===== config.mk =====
export PLATFORM = sky130hd
export DESIGN_NAME = uart_tx_flat
export DESIGN_NICKNAME = d
export VERILOG_FILES = /design/src/rtl/uart_pkg.sv /design/src/rtl/uart_tx_if.sv /design/src/rtl/uart_baud_counter.sv /design/src/rtl/uart_tx.sv /design/src/flat_wrapper.sv
export SDC_FILE = /design/constraint.sdc
export NUM_CORES = 1
export LEC_CHECK = 0
export BUFFER_PORTS_ARGS = -buffer_cell sky130_fd_sc_hd__clkbuf_2
export CELL_PAD_IN_SITES_DETAIL_PLACEMENT = 1
export CELL_PAD_IN_SITES_GLOBAL_PLACEMENT = 1
export CORE_UTILIZATION = 46
export DETAILED_ROUTE_END_ITERATION = 8
export PLACE_DENSITY_LB_ADDON = 0.1
export SYNTH_ARGS = -nofsm -noshare
export SYNTH_HDL_FRONTEND = slang
export SYNTH_SLANG_ARGS = --single-unit

===== constraint.sdc =====
create_clock -name clk -period 2.6 [get_ports clk]
set_clock_uncertainty 0.1 [all_clocks]
set_input_delay 0.65 -clock clk [delete_from_list [all_inputs] [get_ports clk]]
set_output_delay 0.65 -clock clk [all_outputs]
set_load 0.03 [all_outputs]

===== src/rtl/uart_pkg.sv =====
// rtl/uart_pkg.sv - shared types, defaults and parity helper for the UART transmitter
package uart_pkg;

    localparam int CLKS_PER_BIT_DEFAULT = 434;
    localparam int DATA_BITS_DEFAULT    = 8;

    typedef enum logic [2:0] {
        IDLE,
        START,
        DATA,
        PARITY,
        STOP
    } tx_state_t;

    // Narrower data words are zero-extended by the caller, which leaves the XOR unchanged.
    function automatic logic calc_parity(input logic [7:0] d, input logic odd);
        return (^d) ^ odd;
    endfunction

endpackage


===== src/rtl/uart_tx_if.sv =====
// rtl/uart_tx_if.sv - byte handshake between host logic and the UART transmitter
interface uart_tx_if
    import uart_pkg::*;
#(
    parameter int DATA_BITS = DATA_BITS_DEFAULT
);

    logic [DATA_BITS-1:0] data;
    logic                 valid;
    logic                 ready;

    modport master (output data, output valid, input ready);
    modport slave  (input data, input valid, output ready);

endinterface


===== src/rtl/uart_baud_counter.sv =====
// rtl/uart_baud_counter.sv - bit-period timer; bit_done pulses on the last cycle of each bit
module uart_baud_counter
    import uart_pkg::*;
#(
    parameter int CLKS_PER_BIT = CLKS_PER_BIT_DEFAULT
) (
    input  logic clk,
    input  logic rst,
    input  logic clear,
    input  logic enable,
    output logic bit_done
);

    localparam int            CW   = (CLKS_PER_BIT > 1) ? $clog2(CLKS_PER_BIT) : 1;
    localparam logic [CW-1:0] LAST = CW'(CLKS_PER_BIT - 1);

    logic [CW-1:0] cnt_q, cnt_d;

    always_comb begin
        cnt_d = cnt_q;
        if (clear) begin
            cnt_d = '0;
        end else if (enable) begin
            cnt_d = (cnt_q == LAST) ? '0 : cnt_q + 1'b1;
        end
    end

    always_ff @(posedge clk or posedge rst) begin
        if (rst) begin
            cnt_q <= '0;
        end else begin
            cnt_q <= cnt_d;
        end
    end

    assign bit_done = enable && !clear && (cnt_q == LAST);

endmodule


===== src/rtl/uart_tx.sv =====
// rtl/uart_tx.sv - UART serial transmitter; UART_TX_PARITY_EN adds a parity bit and parity_odd input
module uart_tx
    import uart_pkg::*;
#(
    parameter int CLKS_PER_BIT = CLKS_PER_BIT_DEFAULT,
    parameter int DATA_BITS    = DATA_BITS_DEFAULT,
    parameter int STOP_BITS    = 1
) (
    input  logic       clk,
    input  logic       rst,
    uart_tx_if.slave   bus,
`ifdef UART_TX_PARITY_EN
    input  logic       parity_odd,
`endif
    output logic       tx,
    output logic       busy
);

    localparam int             BCW       = $clog2(DATA_BITS);
    localparam logic [BCW-1:0] LAST_BIT  = BCW'(DATA_BITS - 1);
    localparam logic [BCW-1:0] STOP_LAST = BCW'(STOP_BITS - 1);

    tx_state_t            state_q, state_d;
    logic [BCW-1:0]       bit_cnt_q, bit_cnt_d;
    logic [DATA_BITS-1:0] shift_q, shift_d;
    logic                 tx_q, tx_d;
    logic                 accept;
    logic                 bit_done;
`ifdef UART_TX_PARITY_EN
    logic                 parity_q, parity_d;
`endif

    assign bus.ready = (state_q == IDLE) && !rst;
    assign accept    = bus.valid && bus.ready;
    assign busy      = (state_q != IDLE);
    assign tx        = tx_q;

    uart_baud_counter #(
        .CLKS_PER_BIT (CLKS_PER_BIT)
    ) u_baud (
        .clk      (clk),
        .rst      (rst),
        .clear    (accept),
        .enable   (state_q != IDLE),
        .bit_done (bit_done)
    );

    // tx_d always carries the level of the state being entered, so the line is registered
    // and the start bit appears the cycle after accept.
    always_comb begin
        state_d   = state_q;
        bit_cnt_d = bit_cnt_q;
        shift_d   = shift_q;
        tx_d      = tx_q;
`ifdef UART_TX_PARITY_EN
        parity_d  = parity_q;
`endif
        case (state_q)
            IDLE: begin
                tx_d = 1'b1;
                if (accept) begin
                    shift_d = bus.data;
                    state_d = START;
                    tx_d    = 1'b0;
`ifdef UART_TX_PARITY_EN
                    parity_d = calc_parity(8'(bus.data), parity_odd);
`endif
                end
            end
            START: begin
                if (bit_done) begin
                    state_d   = DATA;
                    bit_cnt_d = '0;
                    tx_d      = shift_q[0];
                end
            end
            DATA: begin
                if (bit_done) begin
                    shift_d = shift_q >> 1;
                    if (bit_cnt_q == LAST_BIT) begin
                        bit_cnt_d = '0;
`ifdef UART_TX_PARITY_EN
                        state_d = PARITY;
                        tx_d    = parity_q;
`else
                        state_d = STOP;
                        tx_d    = 1'b1;
`endif
                    end else begin
                        bit_cnt_d = bit_cnt_q + 1'b1;
                        tx_d      = shift_q[1];
                    end
                end
            end
            PARITY: begin
                if (bit_done) begin
                    state_d   = STOP;
                    bit_cnt_d = '0;
                    tx_d      = 1'b1;
                end
            end
            STOP: begin
                tx_d = 1'b1;
                // bit_cnt is reused to count stop-bit periods.
                if (bit_done) begin
                    if (bit_cnt_q == STOP_LAST) begin
                        state_d   = IDLE;
                        bit_cnt_d = '0;
                    end else begin
                        bit_cnt_d = bit_cnt_q + 1'b1;
                    end
                end
            end
            default: begin
                state_d = IDLE;
                tx_d    = 1'b1;
            end
        endcase
    end

    always_ff @(posedge clk or posedge rst) begin
        if (rst) begin
            state_q   <= IDLE;
            bit_cnt_q <= '0;
            shift_q   <= '0;
            tx_q      <= 1'b1;
`ifdef UART_TX_PARITY_EN
            parity_q  <= 1'b0;
`endif
        end else begin
            state_q   <= state_d;
            bit_cnt_q <= bit_cnt_d;
            shift_q   <= shift_d;
            tx_q      <= tx_d;
`ifdef UART_TX_PARITY_EN
            parity_q  <= parity_d;
`endif
        end
    end

endmodule


===== src/flat_wrapper.sv =====
// flat-port wrapper written by rule: the top's interface ports become plain ports
module uart_tx_flat import uart_pkg::*;
#(
    parameter int CLKS_PER_BIT = CLKS_PER_BIT_DEFAULT,
    parameter int DATA_BITS    = DATA_BITS_DEFAULT,
    parameter int STOP_BITS    = 1
)
  (clk, rst, tx, busy, bus_data, bus_valid, bus_ready);
  uart_tx_if #(.DATA_BITS(DATA_BITS)) bus_i ();
  input  logic clk;
  input  logic rst;
  output logic tx;
  output logic busy;
  input wire logic [$bits(bus_i.data)-1:0] bus_data;
  input wire logic [$bits(bus_i.valid)-1:0] bus_valid;
  output wire logic [$bits(bus_i.ready)-1:0] bus_ready;
  assign bus_i.data = bus_data;
  assign bus_i.valid = bus_valid;
  assign bus_ready = bus_i.ready;
  uart_tx #(.CLKS_PER_BIT(CLKS_PER_BIT), .DATA_BITS(DATA_BITS), .STOP_BITS(STOP_BITS)) u_core (.clk(clk), .rst(rst), .bus(bus_i), .tx(tx), .busy(busy));
endmodule

After elaboration in Yosys (flattened, before gate mapping)
Cells that the tools add are included.
- logic and storage cells: 64
- output and inout bits: 3
- input bits: 11
- register bits: 24
- reductions and logical operators: 17
- eq/ne operators: 14
- add/sub/neg operators: 2
- muxes and demuxes: 26
- operators with widths (operator ; count):
    3-bit 2-to-1 mux ; 12
    9-bit 2-to-1 mux ; 3
    8-bit 2-to-1 mux ; 2
    8-bit case mux with 2 select lines ; 1
    3-bit case mux with 5 select lines ; 1
    2-bit by 1-bit != test with 1-bit output, second input constant ; 7
    9-bit by 1-bit adder with 9-bit output, second input constant ; 1
    9-bit equality test, second input constant ; 1
    3-bit case mux with 3 select lines ; 1
    7-bit AND reduction ; 1
    3-bit by 2-bit equality test with 1-bit output, second input constant ; 2
    3-bit equality test, second input constant ; 2
    3-bit zero test ; 2
    3-bit AND reduction ; 2
    3-bit nonzero test ; 2
    1-bit 2-to-1 mux ; 5
    1-bit logical AND ; 4
    1-bit case mux with 4 select lines ; 1
    4-bit AND reduction ; 1
    2-bit nonzero test ; 2
    3-bit by 1-bit adder with 3-bit output, second input constant ; 1
    3-bit by 1-bit equality test with 1-bit output, second input constant ; 1
    1-bit zero test ; 2
    2-bit != test, second input constant ; 1
    2-bit OR reduction ; 1

Depth between registers and ports, before layout
Gate-level depths: netlist (run 1).
- word-level depth: 8
- depth in mapped cells: 7
- gate-level depth less buffers: 6

Cells and area by module
From an unflattened synthesis (run 1), not the netlist that was laid out.
- cell total of the unflattened synthesis: 152
- area total of the unflattened synthesis: 1396.3 µm²
- by module, submodules not included (module ; cells an instance ; times used ; area an instance (µm²) ; sequential area each (µm²)):
    uart_tx ; 94 ; 1 ; 864.6 ; 376.6
    uart_baud_counter ; 58 ; 1 ; 531.8 ; 225.2

Least setup slack after synthesis (run 1)
OpenSTA, ideal clock, no wires.
- path kind: register to output
- start: register u_core.state_q[2]
- end: output bus_ready
- path slack: 0.355 ns
- path buffers: 0
- required time: 1.850 ns
- stages on the path, launching flop included: 4
- arrival: 1.495 ns
- cell sequence: dfrtp_1 nor3_4 inv_1 nor2_1
- cells in the longest elaborated chain, start to end: 2
- RTL lines (element ; RTL line ; RTL):
    start: declaration ; uart_tx.sv:23 ; tx_state_t state_q, state_d;
    start signal: assignment ; uart_tx.sv:131 ; state_q <= state_d;
    3-bit zero test ; uart_tx.sv:33 ; assign bus.ready = (state_q == IDLE) && !rst;
    1-bit logical AND ; uart_tx.sv:33 ;
    end: declaration ; flat_wrapper.sv:16 ; output wire logic [$bits(bus_i.ready)-1:0] bus_ready;
Every way passes these cells.

Worst setup path after layout (run 1)
- start: register u_core.state_q[0]
- end: output bus_ready
The elaborated chain is that of the path after synthesis.

==> results.sh, run 1 <==
export IMPL_synth_yosys_warnings=0
export IMPL_path_cells="nor3_4, inv_1, nor2_1, clkbuf_2"
export IMPL_finalWeightedCongestion=0.7745
export IMPL_timing_critical_path_fanout_max=8
export IMPL_switching_component_of_the_power_uw=744.6
export IMPL_seq_power_share_pct=36.7
export IMPL_post_layout_nonfiller_instances=198
export IMPL_period_minus_slack_ps=2321
export IMPL_irDropWorstVdd_v=0.0003392
export IMPL_yosysMostFrequentCell="dfrtp_1"
export IMPL_internal_power_uw=1111
export IMPL_fillerInstances=351
export IMPL_overall_power_after_layout_uw=1856
export IMPL_cts_root_buffer="clkbuf_4"
export IMPL_number_of_setup_violations_in_the_final_report=0
export IMPL_critical_path_required_ps=1850
export IMPL_maxClockFrequency_ghz=0.4308
export IMPL_totalWireLength_mm=3.137
export IMPL_reg2reg_setup_slack_ps=400
export IMPL_dieArea_sq_um=3378
export IMPL_count_of_cell_types_in_the_netlist=45
export IMPL_hold_crit_class="primary input to asynchronous set/reset pin"
export IMPL_grt_max_degree=25
export IMPL_core_area_sq_um=3028
export IMPL_cts_num_sinks=24
export IMPL_max_slew_margin_pct=63.60
export IMPL_final_layout_size_suffix_gt1_share_pct=27.92
export IMPL_proportion_of_power_drawn_by_combinational_gates_pct=48.2
export IMPL_leakagePower_uw=0.0007397
export IMPL_post_synth_top_area_cell="dfrtp_1"
export IMPL_slew_violations=0
export IMPL_net_switching_share_of_the_total_power_pct=40.12
export IMPL_routedWlPerCell_um=15.84
export IMPL_detailedRoute_firstIterationViolations=24
export IMPL_dpl_hpwl_mm=2.255
export IMPL_worst_slew_pin_transition_ps=546.0
export IMPL_post_synth_edffs=0
export IMPL_hold_violations_final=0
export IMPL_dpl_instance_area_sq_um=1545
export IMPL_reg2reg_depth=4
export IMPL_grt_first_pass_wirelength_mm=5.382
export IMPL_critPathLaunch="u_core.state_q[0]"
export IMPL_final_hold_worst_slack_ps=288.7
export IMPL_die_x_um=58.12
export IMPL_placed_cells=192
export IMPL_tritoncts_num_buffers=3
export IMPL_fin_setup_tns_ps=0
export IMPL_via_count=1100
export IMPL_power_per_cell_area_nw_per_um2=1151
export IMPL_max_cap_violations=0
export IMPL_clk_path_buf_depth=2
export IMPL_synthToLayoutAreaGrowth_pct=11.31
export IMPL_grt_overflow_total=0
export IMPL_initial_core_util_pct=47.85
export IMPL_start_to_end_type_of_the_worst_setup_path="flip-flop to output port"
export IMPL_rr_startpoint="u_core.u_baud.cnt_q[6]"
export IMPL_post_synth_most_frequent_cells="dfrtp_1 (23), o21ai_0 (11), nand2_1 (10)"
export IMPL_worstPathBufferInverterCount=2
export IMPL_synthesis_area_sq_um=1449
export IMPL_global_route_usage_total_pct=20.64
export IMPL_worst_skew_pair_late_latency_ps=330
export IMPL_syn_area_per_cell_sq_um=10.50
export IMPL_cts_max_level=1
export IMPL_grt_antenna_before_repair=0
export IMPL_unrepaired_setup_endpoints_after_global_routing="no"
export IMPL_synth_async_reset_ratio_pct=100.0
export IMPL_antenna_fix_cells=0
export IMPL_io_count=14
export IMPL_ant_nets=0
export IMPL_r2r_end="u_core.shift_q[5]"
export IMPL_fp_row_count=20
export IMPL_buffer_ports_inserted=13
export IMPL_post_synthesis_sequential_element_count=24
export IMPL_critPathTopFamily="flip-flops"
export IMPL_p_clk_share_pct=15.1
export IMPL_first_global_vias=1161
export IMPL_nature_of_the_critical_path_endpoint="output port"
export IMPL_regArea_sq_um=601.8
export IMPL_worst_path_max_delay_cell="dfrtp_1"
export IMPL_fin_crit_sh_pct=89.27
export IMPL_cts_tree="yes"
export IMPL_timing_critical_path_arrival_ps=1570
export IMPL_synth_cells=138
export IMPL_synth_top_cells_by_area="dfrtp_1 (40%), mux2_4 (7.3%), mux2_2 (4.7%)"
export IMPL_syn_nets=154
export IMPL_firstDrtPassIters=4
export IMPL_cts_reportedPaths_clkPinSlew_ps=150
export IMPL_setup_worst_path_start_class="flip-flop"
export IMPL_worst_path_largest_cell_delay_ps=510
export IMPL_postLayoutCellArea_sq_um=1613
export IMPL_avgViaCountPerCell=5.556
export IMPL_yosys_most_used_dff="dfrtp_1"
export IMPL_seq_area_frac_synth_pct=41.54
export IMPL_multi_input_comb_area_sq_um=774.5
export IMPL_fin_nets=171
export IMPL_yosys_area_top_type_share_pct=39.72
export IMPL_die_y_um=58.12
export IMPL_outcome="finished clean"
export IMPL_detail_route_drc_violations=0
[power by group through the flow]
| stage | clock, uW | combinational [uW] | sequential (uW) |
|---|---|---|---|
| after detailed placement | 0 | 871 | 682 |
| final | 281 | 895 | 680 |
| after global placement | 0 | 830 | 676 |
| after global routing | 297 | 992 | 703 |
| after CTS | 289 | 872 | 678 |
| after floorplan | 0 | 723 | 643 |
[how the worst max path moves through the flow]
| stage | slack [ps] | cells past startpoint | end |
|---|---|---|---|
| after floorplan | 350 | 3 | bus_ready |
| after global placement | 400 | 5 | u_core.shift_q[6] |
| after detailed placement | 320 | 5 | u_core.shift_q[6] |
| after CTS | 20 | 4 | bus_ready |
| after global routing | 200 | 4 | bus_ready |
| final | 280 | 4 | bus_ready |
[repair_timing]
action / 4_1_cts / 5_1_grt
hold buffers: 0 / 0
gates resized for setup: 0 / 0
buffers inserted: 0 / 2
endpoints found under the setup margin: 0 / 1
[cell usage in the layout, fill, tap and decap left out, types with 4 or more instances in the layout]
| master | count |
|---|---|
| a21oi_1 | 6 |
| buf_4 | 4 |
| clkbuf_2 | 13 |
| dfrtp_1 | 23 |
| ha_1 | 5 |
| inv_1 | 9 |
| mux2_1 | 4 |
| mux2_2 | 6 |
| mux2_4 | 7 |
| nand2_1 | 10 |
| nand3_1 | 4 |
| nand4_1 | 4 |
| nor2_1 | 5 |
| o21ai_0 | 11 |
[through the flow]
stage | setup WS [ps] | util, %
floorplan | 354.8 | -
CTS | 23.39 | 52.77
global placement | 400.5 | 51.03
detailed placement | 323.0 | 51.03
global route | 202.0 | 53.26
finish | 279.0 | 53.26
[cells by family (layout without fill, tap and decap cells)]
group | Yosys count | count (layout) | share of synthesized area, %
adder cells (fa/ha/maj) | 5 | 5 | 4.318
AO/OA/AOI/OAI | 32 | 32 | 13.99
buffers and inverters | 14 | 30 | 5.008
AND/OR/NAND/NOR | 46 | 46 | 20.12
multiplexers | 17 | 17 | 15.03
flip-flops | 24 | 24 | 41.54
[worst reg2reg max path: stages, from the launching register on]
cell and delay (ps):
dfrtp_1 470, or4b_4 590, o21ai_1 140, and3_1 480
mux2_4 350
[layout make-up]
class	count	area share (%)
multi-input combinational	100	48.02
inverter	9	2.095
tap	44	3.413
sequential	24	37.32
clock buffer	3	1.396
clock inverter	1	1.862
timing repair buffer	17	5.896
[state kept, by name, indices dropped and copies added, names as in the netlist]
signal and cells:
u_core.shift_q 8, u_core.u_baud.cnt_q 9, u_core.tx 1, u_core.bit_cnt_q 3
u_core.state_q 3
[per-layer routing]
layer  share of wire [%]  track usage (%)  vias up
met1                  46            25.56      552
li1                    -                -      533
met4                 1.4            7.483        0
met3                 1.8            2.902        5
met5                   0                0        -
met2                  50            36.45       10
Power figures use the tool's default switching activity.
==> run 2: changes to the inputs <==
- RECOVER_POWER: not set -> 50
==> run 2 against run 1 <==
Against the previous run:
- sequential power about the same
- clock-buffer cell count unchanged
- fmax decreased by 0.85%
- clock power about the same
- power decreased by 0.34%
- die area unchanged
- first-iteration DRC count increased by 8.3%
- hold slack improved by 140 ps
- register-to-register slack got worse by 140 ps
- wire length increased by 0.19%
- largest power group unchanged
- flip-flop and latch count unchanged
- non-clock buffer count unchanged
==> results.sh, run 2 (same netlist as run 1, synthesis figures left out) <==
export IMPL_dieArea_sq_um=3378
export IMPL_via_count=1111
export IMPL_worst_path_max_delay_cell="o21ai_0"
export IMPL_avgViaCountPerCell=5.611
export IMPL_worst_slew_pin_transition_ps=1360
export IMPL_maxClockFrequency_ghz=0.4272
export IMPL_fillerInstances=352
export IMPL_fin_crit_sh_pct=90.04
export IMPL_period_minus_slack_ps=2341
export IMPL_max_cap_violations=0
export IMPL_die_y_um=58.12
export IMPL_cts_reportedPaths_clkPinSlew_ps=150
export IMPL_nature_of_the_critical_path_endpoint="flip-flop"
export IMPL_detail_route_drc_violations=0
export IMPL_antenna_fix_cells=0
export IMPL_cts_tree="yes"
export IMPL_max_ffs_per_register=9
export IMPL_path_cells="or4b_4, o21ai_0, o21ai_0, a21o_1"
export IMPL_final_common_cell="dfrtp_1"
export IMPL_hold_violations_final=0
export IMPL_cts_num_sinks=24
export IMPL_detailedRoute_firstIterationViolations=26
export IMPL_grt_antenna_before_repair=0
export IMPL_dpl_hpwl_mm=2.255
export IMPL_most_common_layout_cells="dfrtp_1 (23), o21ai_0 (12), clkbuf_2 (12), nand2_1 (10), inv_1 (9)"
export IMPL_power_per_cell_area_nw_per_um2=1153
export IMPL_clk_path_buf_depth=2
export IMPL_cts_hold_repair_buffers=0
export IMPL_ant_nets=0
export IMPL_multi_input_comb_area_sq_um=770.7
export IMPL_regArea_sq_um=601.8
export IMPL_buffer_ports_inserted=13
export IMPL_slew_violations=0
export IMPL_irDropWorstVdd_v=0.0003367
export IMPL_routedWlPerCell_um=15.87
export IMPL_fin_nets=171
export IMPL_outcome="finished clean"
export IMPL_unrepaired_setup_endpoints_after_global_routing="no"
export IMPL_final_layout_size_suffix_gt1_share_pct=25.97
export IMPL_first_global_vias=1161
export IMPL_number_of_setup_violations_in_the_final_report=0
export IMPL_grt_first_pass_wirelength_mm=5.382
export IMPL_finalWeightedCongestion=0.7745
export IMPL_cp_common_cell="o21ai_0"
export IMPL_worst_path_largest_cell_delay_ps=690
export IMPL_grt_max_degree=25
export IMPL_timing_critical_path_arrival_ps=2490
export IMPL_timing_critical_path_fanout_max=7
export IMPL_worst_skew_pair_late_latency_ps=330
export IMPL_largestRegisters="u_core.u_baud.cnt_q x9, u_core.shift_q x8"
export IMPL_cts_max_level=1
export IMPL_start_to_end_type_of_the_worst_setup_path="flip-flop to flip-flop"
export IMPL_io_count=14
export IMPL_leakagePower_uw=0.0007318
export IMPL_synthToLayoutAreaGrowth_pct=10.71
export IMPL_core_area_sq_um=3028
export IMPL_hold_crit_class="flip-flop to flip-flop"
export IMPL_tritoncts_num_buffers=3
export IMPL_fp_row_count=20
export IMPL_setup_worst_path_start_class="flip-flop"
export IMPL_totalWireLength_mm=3.143
export IMPL_cts_root_buffer="clkbuf_4"
export IMPL_initial_core_util_pct=47.85
export IMPL_post_layout_nonfiller_instances=198
export IMPL_die_x_um=58.12
export IMPL_global_route_usage_total_pct=20.64
export IMPL_fin_setup_tns_ps=0
export IMPL_largest_register="u_core.u_baud.cnt_q"
export IMPL_grt_overflow_total=0
export IMPL_firstDrtPassIters=4
export IMPL_placed_cells=192
export IMPL_max_slew_margin_pct=9.312
export IMPL_critical_path_required_ps=2750
## run 2: changes by cell type in the layout (fill, tap and decap cells not counted), sizes merged
cell    previous run  this run
clkbuf            16        17
buf                4         3
## run 2: report_power, final
part / switching, uW / internal, uW
Sequential: 161 / 520
Clock: 127 / 156
Combinational: 455 / 432
Total: 742 / 1110
## run 2: layout make-up
cell class                 instances  area share [%]
clock buffer                       3           1.404
sequential                        24           37.52
inverter                           9           2.106
multi-input combinational        100           48.05
tap                               44           3.432
timing repair buffer              17           5.616
clock inverter                     1           1.872
## run 2: path summary, 6_finish.rpt
path,from,endpoint,slack (ps),depth (start not counted)
min reg2reg,u_core.bit_cnt_q[1],u_core.bit_cnt_q[1],430,2
max reg2reg,u_core.u_baud.cnt_q[6],u_core.u_baud.cnt_q[4],260,4
max in group asynchronous,rst,u_core.bit_cnt_q[2],900,3
max,u_core.u_baud.cnt_q[6],u_core.u_baud.cnt_q[4],260,4
min,u_core.bit_cnt_q[1],u_core.bit_cnt_q[1],430,2
min in group asynchronous,rst,u_core.u_baud.cnt_q[4],700,3
## run 2: what timing repair did
item | CTS | global route
setup endpoints to repair | 0 | 1
buffers inserted | 0 | 2
resized for setup | 0 | 0
hold endpoints to repair | 0 | 0
## run 2: per-stage QoR
step | hold slack (ps) | setup slack [ps] | utilization, % | total power [uW] | instance area (sq um)
2_1_floorplan | 375.3 | 354.8 | - | 1366 | 1449
6_report | 428.1 | 259.0 | 52.98 | 1850 | 1604
4_1_cts | 302.4 | 23.39 | 52.77 | 1839 | 1598
3_3_place_gp | 393.7 | 400.5 | 51.03 | 1506 | 1545
3_5_place_dp | 401.5 | 323.0 | 51.03 | 1552 | 1545
5_1_grt | 453.8 | 102.0 | 52.98 | 1982 | 1604
## run 2: worst max-delay path: cells and delay by family (launching register included)
kind            cells  cell delay (ps)
compound gates      3             1130
simple gates        1              570
flops               1              470
## run 2: metal layers
layer	GRT usage (%)	share of wire (%)	up-vias
li1	-	-	533
met1	25.56	47	563
met2	36.45	50	10
met3	2.902	1.8	5
met4	7.483	1.4	0
met5	0	0	-
==> run 3: changes to the inputs <==
- SETUP_SLACK_MARGIN: not set -> 0.4
==> run 3 against run 2 <==
Against the previous run:
- core utilization up 1.1 points
- largest cell class unchanged
- die area did not move
- non-clock buffer count grew 2
- highest routed layer unchanged
- final cell count up 1.0%
- clock-buffer cell count did not move
- critical path depth is the same
- critical endpoint is now bus_ready
- worst setup slack improved by 220 ps
- combinational power increased by 7.6%
- critical path type is now flip-flop to output port
==> results.sh, run 3 (same netlist as run 1, synthesis figures left out) <==
export IMPL_outcome="finished clean"
export IMPL_clk_path_buf_depth=2
export IMPL_setup_worst_path_start_class="flip-flop"
export IMPL_die_y_um=58.12
export IMPL_detailedRoute_firstIterationViolations=28
export IMPL_avgViaCountPerCell=5.510
export IMPL_tritoncts_num_buffers=3
export IMPL_power_per_cell_area_nw_per_um2=1163
export IMPL_unrepaired_setup_endpoints_after_global_routing="yes"
export IMPL_cts_tree="yes"
export IMPL_multi_input_comb_area_sq_um=782.0
export IMPL_max_cap_violations=0
export IMPL_grt_first_pass_wirelength_mm=5.554
export IMPL_timing_critical_path_fanout_max=6
export IMPL_preCtsSetupSlack_ps=357.2
export IMPL_timing_final_ws_setup_ps=475.6
export IMPL_worst_skew_pair_late_latency_ps=320
export IMPL_via_count=1102
export IMPL_max_slew_margin_pct=11.12
export IMPL_dpl_hpwl_mm=2.238
export IMPL_cts_max_level=1
export IMPL_layout_core_utilization_pct=54.05
export IMPL_critical_path_required_ps=1850
export IMPL_slew_violations=0
export IMPL_first_global_vias=1163
export IMPL_grt_max_degree=25
export IMPL_hold_violations_final=0
export IMPL_cts_root_buffer="clkbuf_4"
export IMPL_totalWireLength_mm=3.196
export IMPL_max_ffs_per_register=9
export IMPL_hold_crit_class="flip-flop to flip-flop"
export IMPL_io_count=14
export IMPL_ant_nets=0
export IMPL_fp_row_count=20
export IMPL_most_common_layout_cells="dfrtp_1 (20), o21ai_0 (11), clkbuf_2 (11), nand2_1 (10), inv_1 (8)"
export IMPL_detail_route_drc_violations=0
export IMPL_cts_num_sinks=24
export IMPL_global_route_usage_total_pct=21.74
export IMPL_grt_overflow_total=0
export IMPL_firstDrtPassIters=2
export IMPL_start_to_end_type_of_the_worst_setup_path="flip-flop to output port"
export IMPL_dpl_instance_area_sq_um=1540
export IMPL_grt_antenna_before_repair=0
export IMPL_buffer_ports_inserted=13
export IMPL_dieArea_sq_um=3378
export IMPL_number_of_setup_violations_in_the_final_report=0
export IMPL_fillerInstances=350
export IMPL_final_layout_size_suffix_gt1_share_pct=31.41
export IMPL_antenna_fix_cells=0
export IMPL_postLayoutCellArea_sq_um=1637
export IMPL_die_x_um=58.12
export IMPL_nature_of_the_critical_path_endpoint="output port"
export IMPL_fin_crit_sh_pct=81.71
export IMPL_final_common_cell="dfrtp_1"
export IMPL_period_minus_slack_ps=2124
export IMPL_timing_critical_path_arrival_ps=1370
export IMPL_finalWeightedCongestion=0.7882
export IMPL_fin_setup_tns_ps=0
export IMPL_cts_reportedPaths_clkPinSlew_ps=150
export IMPL_irDropWorstVdd_v=0.0003858
export IMPL_worst_slew_pin_transition_ps=1333
export IMPL_maxClockFrequency_ghz=0.4707
export IMPL_core_area_sq_um=3028
export IMPL_largest_register="u_core.u_baud.cnt_q"
export IMPL_routedWlPerCell_um=15.98
export IMPL_leakagePower_uw=0.0007374
export IMPL_regArea_sq_um=605.6
export IMPL_initial_core_util_pct=47.85
export IMPL_synthToLayoutAreaGrowth_pct=12.95
export IMPL_fin_nets=173
export IMPL_largestRegisters="u_core.u_baud.cnt_q x9, u_core.shift_q x8"
==> run 3: through the flow <==
step                      std cells  total power (uW)  hold WS, ps
after global routing            200              2046        452.4
after global placement          191              1498        393.9
after CTS                       198              1871        302.6
final                           200              1904        428.5
after detailed placement        191              1538        402.9
after floorplan                 138              1369        375.3
==> run 3: area by class of cell <==
cell class | count | share of cell area, %
Clock buffer | 3 | 1.376
Clock inverter | 1 | 1.835
Inverter | 9 | 2.064
Multi-Input combinational cell | 100 | 47.78
Sequential cell | 24 | 37.00
Tap cell | 44 | 3.364
Timing Repair Buffer | 19 | 6.575
==> run 3: critical path, cell delays in order, from the launching register on <==
cell      delay [ps]
dfrtp_2          460
nor3_4           220
inv_2            100
nor2_2            90
clkbuf_4         190
==> run 3: path summary, 6_finish.rpt <==
kind	start	endpoint	slack, ps	cells past startpoint
setup / recovery	u_core.state_q[0]	bus_ready	480	4
hold / removal	u_core.shift_q[3]	u_core.shift_q[3]	430	1
setup reg to reg	u_core.u_baud.cnt_q[6]	u_core.shift_q[6]	540	4
hold reg to reg	u_core.shift_q[3]	u_core.shift_q[3]	430	1
max in group asynchronous	rst	u_core.state_q[1]	840	3
min in group asynchronous	rst	u_core.u_baud.cnt_q[8]	690	3
==> run 3: repair_timing <==
| action | CTS | global route |
|---|---|---|
| resized for setup | 5 | 3 |
| buffers inserted | 3 | 2 |
| endpoints found under the setup margin | 9 | 5 |
| hold buffers | 0 | 0 |
| pin swaps | 1 | 1 |
==> run 3: routing by layer <==
metal	wire [um]	global-route usage (%)	up-vias
met3	43	2.679	5
met4	43	7.823	0
met2	1640	37.93	10
met1	1469	27.58	545
met5	0	0	-
li1	-	-	542
==> run 3: where the power goes <==
part           switching [uW]  internal (uW)
Clock                     125            156
Sequential                147            524
Combinational             484            468
